$ cat config.mk
export PLATFORM = sky130hd
export DESIGN_NAME = instr_fetch
export DESIGN_NICKNAME = d
export VERILOG_FILES = /design/src/rtl/cpu_pkg.sv /design/src/rtl/npc_logic.sv /design/src/rtl/instr_fetch.sv
export SDC_FILE = /design/constraint.sdc
export NUM_CORES = 1
export LEC_CHECK = 0
export CAP_MARGIN = 20
export CORE_MARGIN = 2
export CORE_UTILIZATION = 45
export DETAILED_ROUTE_END_ITERATION = 10
export PLACE_DENSITY = 0.78
export SYNTH_ARGS = -nofsm -noshare
export SYNTH_HDL_FRONTEND = slang
export SYNTH_SLANG_ARGS = --single-unit
$ cat constraint.sdc
create_clock -name clk_i -period 4.4 [get_ports clk_i]
set_clock_uncertainty 0.1 [all_clocks]
set_input_delay 0.88 -clock clk_i [delete_from_list [all_inputs] [get_ports clk_i]]
set_output_delay 0.88 -clock clk_i [all_outputs]
set_load 0.01 [all_outputs]
$ cat src/rtl/cpu_pkg.sv
// Shared CPU definitions: opcode constants, fetch FSM state type and default reset PC.
package cpu_pkg;

    localparam logic [5:0] OP_RTYPE = 6'b000000;
    localparam logic [5:0] OP_LW    = 6'b100011;
    localparam logic [5:0] OP_SW    = 6'b101011;
    localparam logic [5:0] OP_ADDI  = 6'b001000;
    localparam logic [5:0] OP_BEQ   = 6'b000100;
    localparam logic [5:0] OP_J     = 6'b000010;

    localparam logic [31:0] DEFAULT_RESET_PC = 32'h0000_0000;

    typedef enum logic {
        S_FETCH = 1'b0,
        S_EXEC  = 1'b1
    } fetch_state_t;

endpackage

$ cat src/rtl/npc_logic.sv
// Combinational next-PC selection: jump, taken beq, or sequential PC+4.
module npc_logic (
    input  logic [31:0] pc_plus4,
    input  logic [31:0] instr,
    input  logic        jump,
    input  logic        branch,
    input  logic        zero,
    output logic [31:0] npc
);

    logic [31:0] jump_target;
    logic [31:0] branch_offset;
    logic [31:0] branch_target;

    assign jump_target   = {pc_plus4[31:28], instr[25:0], 2'b00};
    assign branch_offset = {{14{instr[15]}}, instr[15:0], 2'b00};
    // Plain 32-bit add wraps modulo 2^32, which is the intended PC behaviour.
    assign branch_target = pc_plus4 + branch_offset;

    always_comb begin
        npc = pc_plus4;
        if (jump) begin
            npc = jump_target;
        end else if (branch && zero) begin
            npc = branch_target;
        end
    end

endmodule

$ cat src/rtl/instr_fetch.sv
// Two-state instruction fetch unit (S_FETCH/S_EXEC) with next-PC selection.
// Optional ack-timeout error flag is built only when IF_TIMEOUT_EN is defined.
module instr_fetch
    import cpu_pkg::*;
#(
    parameter logic [31:0] RESET_PC    = DEFAULT_RESET_PC,
    parameter int          ACK_TIMEOUT = 15
) (
    input  logic        clk_i,
    input  logic        rst_n,
    output logic        imem_req,
    output logic [31:0] imem_addr,
    input  logic        imem_ack,
    input  logic [31:0] imem_rdata,
    input  logic        Jump,
    input  logic        Branch,
    input  logic        Zero,
    input  logic        Stall_i,
    output logic [31:0] Instr_o,
    output logic [5:0]  OP_Code,
    output logic [31:0] PC_o,
    output logic [31:0] PC_Plus4_o,
    output logic        Instr_Valid,
    output logic        Fetch_Err
);

    if (ACK_TIMEOUT < 1 || ACK_TIMEOUT > 255) begin : g_bad_timeout
        $error("ACK_TIMEOUT must lie in 1..255 to fit the 8-bit counter");
    end

    fetch_state_t state_reg, state_next;
    logic [31:0]  pc_reg, pc_next;
    logic [31:0]  instr_reg, instr_next;
    logic [31:0]  pc_plus4;
    logic [31:0]  npc;

    assign pc_plus4 = pc_reg + 32'd4;

    npc_logic u_npc (
        .pc_plus4 (pc_plus4),
        .instr    (instr_reg),
        .jump     (Jump),
        .branch   (Branch),
        .zero     (Zero),
        .npc      (npc)
    );

    always_comb begin
        state_next = state_reg;
        pc_next    = pc_reg;
        instr_next = instr_reg;
        case (state_reg)
            S_FETCH: begin
                if (imem_ack) begin
                    instr_next = imem_rdata;
                    state_next = S_EXEC;
                end
            end
            S_EXEC: begin
                if (!Stall_i) begin
                    pc_next    = npc;
                    state_next = S_FETCH;
                end
            end
            default: state_next = S_FETCH;
        endcase
    end

    always_ff @(posedge clk_i or negedge rst_n) begin
        if (!rst_n) begin
            state_reg <= S_FETCH;
            pc_reg    <= RESET_PC;
            instr_reg <= 32'h0000_0000;
        end else begin
            state_reg <= state_next;
            pc_reg    <= pc_next;
            instr_reg <= instr_next;
        end
    end

    // Gating with rst_n keeps the request low during reset even though the state is S_FETCH.
    assign imem_req    = rst_n && (state_reg == S_FETCH);
    assign imem_addr   = pc_reg;
    assign Instr_Valid = (state_reg == S_EXEC);
    assign Instr_o     = instr_reg;
    assign OP_Code     = instr_reg[31:26];
    assign PC_o        = pc_reg;
    assign PC_Plus4_o  = pc_plus4;

`ifdef IF_TIMEOUT_EN
    localparam logic [7:0] TO_LIMIT = 8'(ACK_TIMEOUT);

    logic [7:0] to_cnt_reg, to_cnt_next;
    logic       fetch_err_reg, fetch_err_next;

    always_comb begin
        to_cnt_next    = to_cnt_reg;
        fetch_err_next = fetch_err_reg;
        if (state_reg == S_FETCH) begin
            if (imem_ack) begin
                to_cnt_next = 8'd0;
            end else if (to_cnt_reg != 8'hFF) begin
                to_cnt_next = to_cnt_reg + 8'd1;
            end
            // Sticky: only reset clears it; the fetch keeps waiting regardless.
            if (to_cnt_next >= TO_LIMIT) begin
                fetch_err_next = 1'b1;
            end
        end
    end

    always_ff @(posedge clk_i or negedge rst_n) begin
        if (!rst_n) begin
            to_cnt_reg    <= 8'd0;
            fetch_err_reg <= 1'b0;
        end else begin
            to_cnt_reg    <= to_cnt_next;
            fetch_err_reg <= fetch_err_next;
        end
    end

    assign Fetch_Err = fetch_err_reg;
`else
    assign Fetch_Err = 1'b0;
`endif

endmodule

==> flow_summary.json, run 1 <==
{
  "status": "finished, final reports clean",
  "final_cell_mix": "clkdlybuf4s50_1 (167), nand2_1 (76), dfrtp_1 (60)",
  "rr_startpoint": "PC_o[3]",
  "max_slew.worst_pin.slew_ns": 0.983,
  "cts.sinks": 63,
  "io_buffer_count": 168,
  "htreeDepth": 3,
  "path_class": "register to register",
  "rows": 39,
  "grt_first_pass_wirelength_um": 26400,
  "pwr_density_cell_mw_per_mm2": 689,
  "report.final.slew_viol_count": 0,
  "setup_slack_ns": 0.228,
  "layout_commonest_cell": "clkdlybuf4s50_1",
  "ctsHoldBuffers": 0,
  "design_area_mm2": 0.00731,
  "ir_worst_vdd_uv": 372,
  "start_util_pct": 46.4,
  "clk_latency_ns": 0.33,
  "die_x_um": 113,
  "grt_pass1_vias": 5123,
  "gp_congestion": 1.01,
  "synthDistinctLibCells": 65,
  "final_nets": 824,
  "clk_pin_slew_ns": 0.06,
  "cts_root_buf": "clkbuf_16",
  "clock.fmax_ghz": 0.240,
  "setup_viol": 0,
  "seq_area_frac_synth_pct": 29.7,
  "reg2reg_depth": 17,
  "die_h_um": 113,
  "vias_per_cell": 5.80,
  "detail_route.wirelength_um": 16700,
  "synth_area_per_cell_um2": 8.73,
  "cp-start-kind": "register",
  "synth_edf_count": 0,
  "grt_max_degree": 62,
  "drive_gt1_share_pct": 11.8,
  "place_area_mm2": 0.00691,
  "drtIter0Drc": 221,
  "routedWlPerCell_um": 18.7,
  "r2r_slack_ns": 0.23,
  "netlist_area_mm2": 0.00532,
  "finalHoldViolations": 0,
  "end_kind": "register",
  "grt.overflow.total": 0,
  "whs_ns": 0.262,
  "drv.max_cap_violation_count": 0,
  "arrival_ns": 4.34,
  "min_path_type": "primary input to async pin",
  "timing.rr.end": "PC_o[19]",
  "tritoncts": "built",
  "drt_pass1_iterations": 5,
  "finalPower_uw": 5040,
  "fin_crit_ns": 4.17,
  "required_ns": 4.57,
  "clockBufferDepth": 2,
  "ant_nets": 0,
  "async_flop_share_pct": 100,
  "syn2layout_area_growth_pct": 37.5,
  "crit_fanout": 6,
  "vias": 5190,
  "coreArea_mm2": 0.0115,
  "dieArea_mm2": 0.0127,
  "dpl.hpwl_um": 12300,
  "ys_ff_latch": 63,
  "leakage_uw": 0.00313,
  "drc": 0,
  "slew_headroom_pct": 34.5,
  "antenna_found_initial": 0,
  "cts_buffers": 9,
  "grt.total_usage_pct": 26.1,
  "detailedPlace.worstSlack_ns": -0.0275,
  "ys.flop_type": "dfrtp_1",
  "ioPinCount": 176,
  "yosys_warnings": 0,
  "synthesis.instances": 609,
  "fin_crit_sh_pct": 94.8,
  "diodes": 0
}
-- Yosys cell counts (2+ instances only) --
| cell type | number | area share [%] |
|---|---|---|
| a221oi_1 | 2 | 0.33 |
| xnor2_1 | 26 | 4.3 |
| nor4b_1 | 2 | 0.33 |
| dfrtp_1 | 63 | 30 |
| nand4_1 | 7 | 0.82 |
| nor3b_1 | 2 | 0.28 |
| a221o_1 | 3 | 0.56 |
| nor2_1 | 35 | 2.5 |
| o211a_1 | 4 | 0.75 |
| nand3b_1 | 3 | 0.42 |
| or3_1 | 3 | 0.35 |
| o211ai_1 | 7 | 0.99 |
| nor2b_1 | 6 | 0.71 |
| xor2_1 | 23 | 3.8 |
| a211o_1 | 2 | 0.33 |
| and3_1 | 17 | 2.0 |
| a211oi_1 | 6 | 0.85 |
| o31ai_1 | 3 | 0.42 |
| nor3_1 | 8 | 0.75 |
| nand2_1 | 76 | 5.4 |
| clkbuf_1 | 20 | 1.4 |
| buf_4 | 44 | 6.2 |
| a21oi_1 | 37 | 3.5 |
| a311oi_1 | 3 | 0.49 |
| a31oi_1 | 6 | 0.71 |
| o21a_1 | 5 | 0.71 |
| inv_1 | 5 | 0.35 |
| and2_1 | 4 | 0.47 |
| a21o_1 | 13 | 1.8 |
| ha_1 | 36 | 8.5 |
| nand2b_1 | 5 | 0.59 |
| or2_2 | 2 | 0.24 |
| mux2i_1 | 3 | 0.56 |
| o21ai_0 | 43 | 4.0 |
| mux2_2 | 33 | 7.0 |
| nand3_1 | 23 | 2.2 |
-- sequential cells by signal, summed over array words and instances (netlist names) --
register	cells
Instr_Valid	1
PC_o	30
Instr_o	32
-- cell type report --
| cell class | count | area, um^2 |
|---|---|---|
| Fill cell | 947 | 4160 |
| Multi-Input combinational cell | 481 | 3380 |
| Timing Repair Buffer | 187 | 1820 |
| Sequential cell | 63 | 1580 |
| Clock buffer | 12 | 267 |
| Tap cell | 143 | 179 |
| Clock inverter | 3 | 65.1 |
| Inverter | 6 | 22.5 |
-- worst max-delay path, cell delays in order (launching register included) --
cell and delay, ns:
dfrtp_1 0.42, ha_1 0.26, nand2_1 0.13, nor2_1 0.20, and3_1 0.22, and3_1 0.23, xor2_2 0.23, ha_1 0.33
a21oi_1 0.17, o21ai_0 0.13, a211oi_1 0.19, buf_4 0.17, a21oi_1 0.09, o21ai_0 0.25, a21boi_0 0.16, xnor2_1 0.16
a2111oi_2 0.51, a211o_1 0.15
-- through the flow --
stage / TNS (ns) / util [%] / cells
after floorplan: 0 / - / 615
after global placement: 0 / 60.3 / 877
after detailed placement: -0.0275 / 60.3 / 877
after CTS: 0 / 63.2 / 892
after global routing: -0.0309 / 63.8 / 895
final: 0 / 63.8 / 895
-- how the worst max path moves through the flow --
stage / startpoint / to / slack (ns) / depth (start not counted)
2_1_floorplan: PC_o[2] / PC_o[31] / 0.41 / 17
3_3_place_gp: PC_o[3] / PC_o[19] / 0.05 / 17
3_5_place_dp: PC_o[3] / PC_o[19] / -0.03 / 17
4_1_cts: PC_o[3] / PC_o[19] / 0.06 / 17
5_1_grt: PC_o[5] / PC_o[28] / -0.03 / 15
6_report: PC_o[3] / PC_o[19] / 0.23 / 17
-- metal layers --
metal,track usage (%),up-vias,wire length (um)
met3,5.03,22,1330
li1,-,2429,-
met2,43.8,227,8120
met1,34.1,2512,7020
met5,0,-,0
met4,7.97,0,281
-- power by group --
group	internal [uW]	switching (uW)
sequential	758	315
clock	538	268
combinational	1590	1570
total	2890	2150
-- cells by family after synthesis --
group / Yosys count / synth area share, %
AO/OA/AOI/OAI: 148 / 18.2
XOR/XNOR: 49 / 8.07
adder cells (fa/ha/maj): 37 / 8.85
buffers and inverters: 71 / 8.14
flip-flops: 63 / 29.7
AND/OR/NAND/NOR: 204 / 19.4
other: 1 / 0.0705
multiplexers: 36 / 7.55
-- repair_timing --
| action | CTS | global route |
|---|---|---|
| pin swaps | 0 | 2 |
| endpoints found under the setup margin | 1 | 8 |
| buffers inserted | 0 | 3 |
| resized for setup | 1 | 11 |
(Power assumes the default switching activity.)
==> run 2, diff against run 1 <==
CAP_MARGIN = unset   (was 20)
SLEW_MARGIN = 0   (was unset)
==> results of run 2 <==
Same layout as run 1: the final DEF is identical, and so are final timing and power.
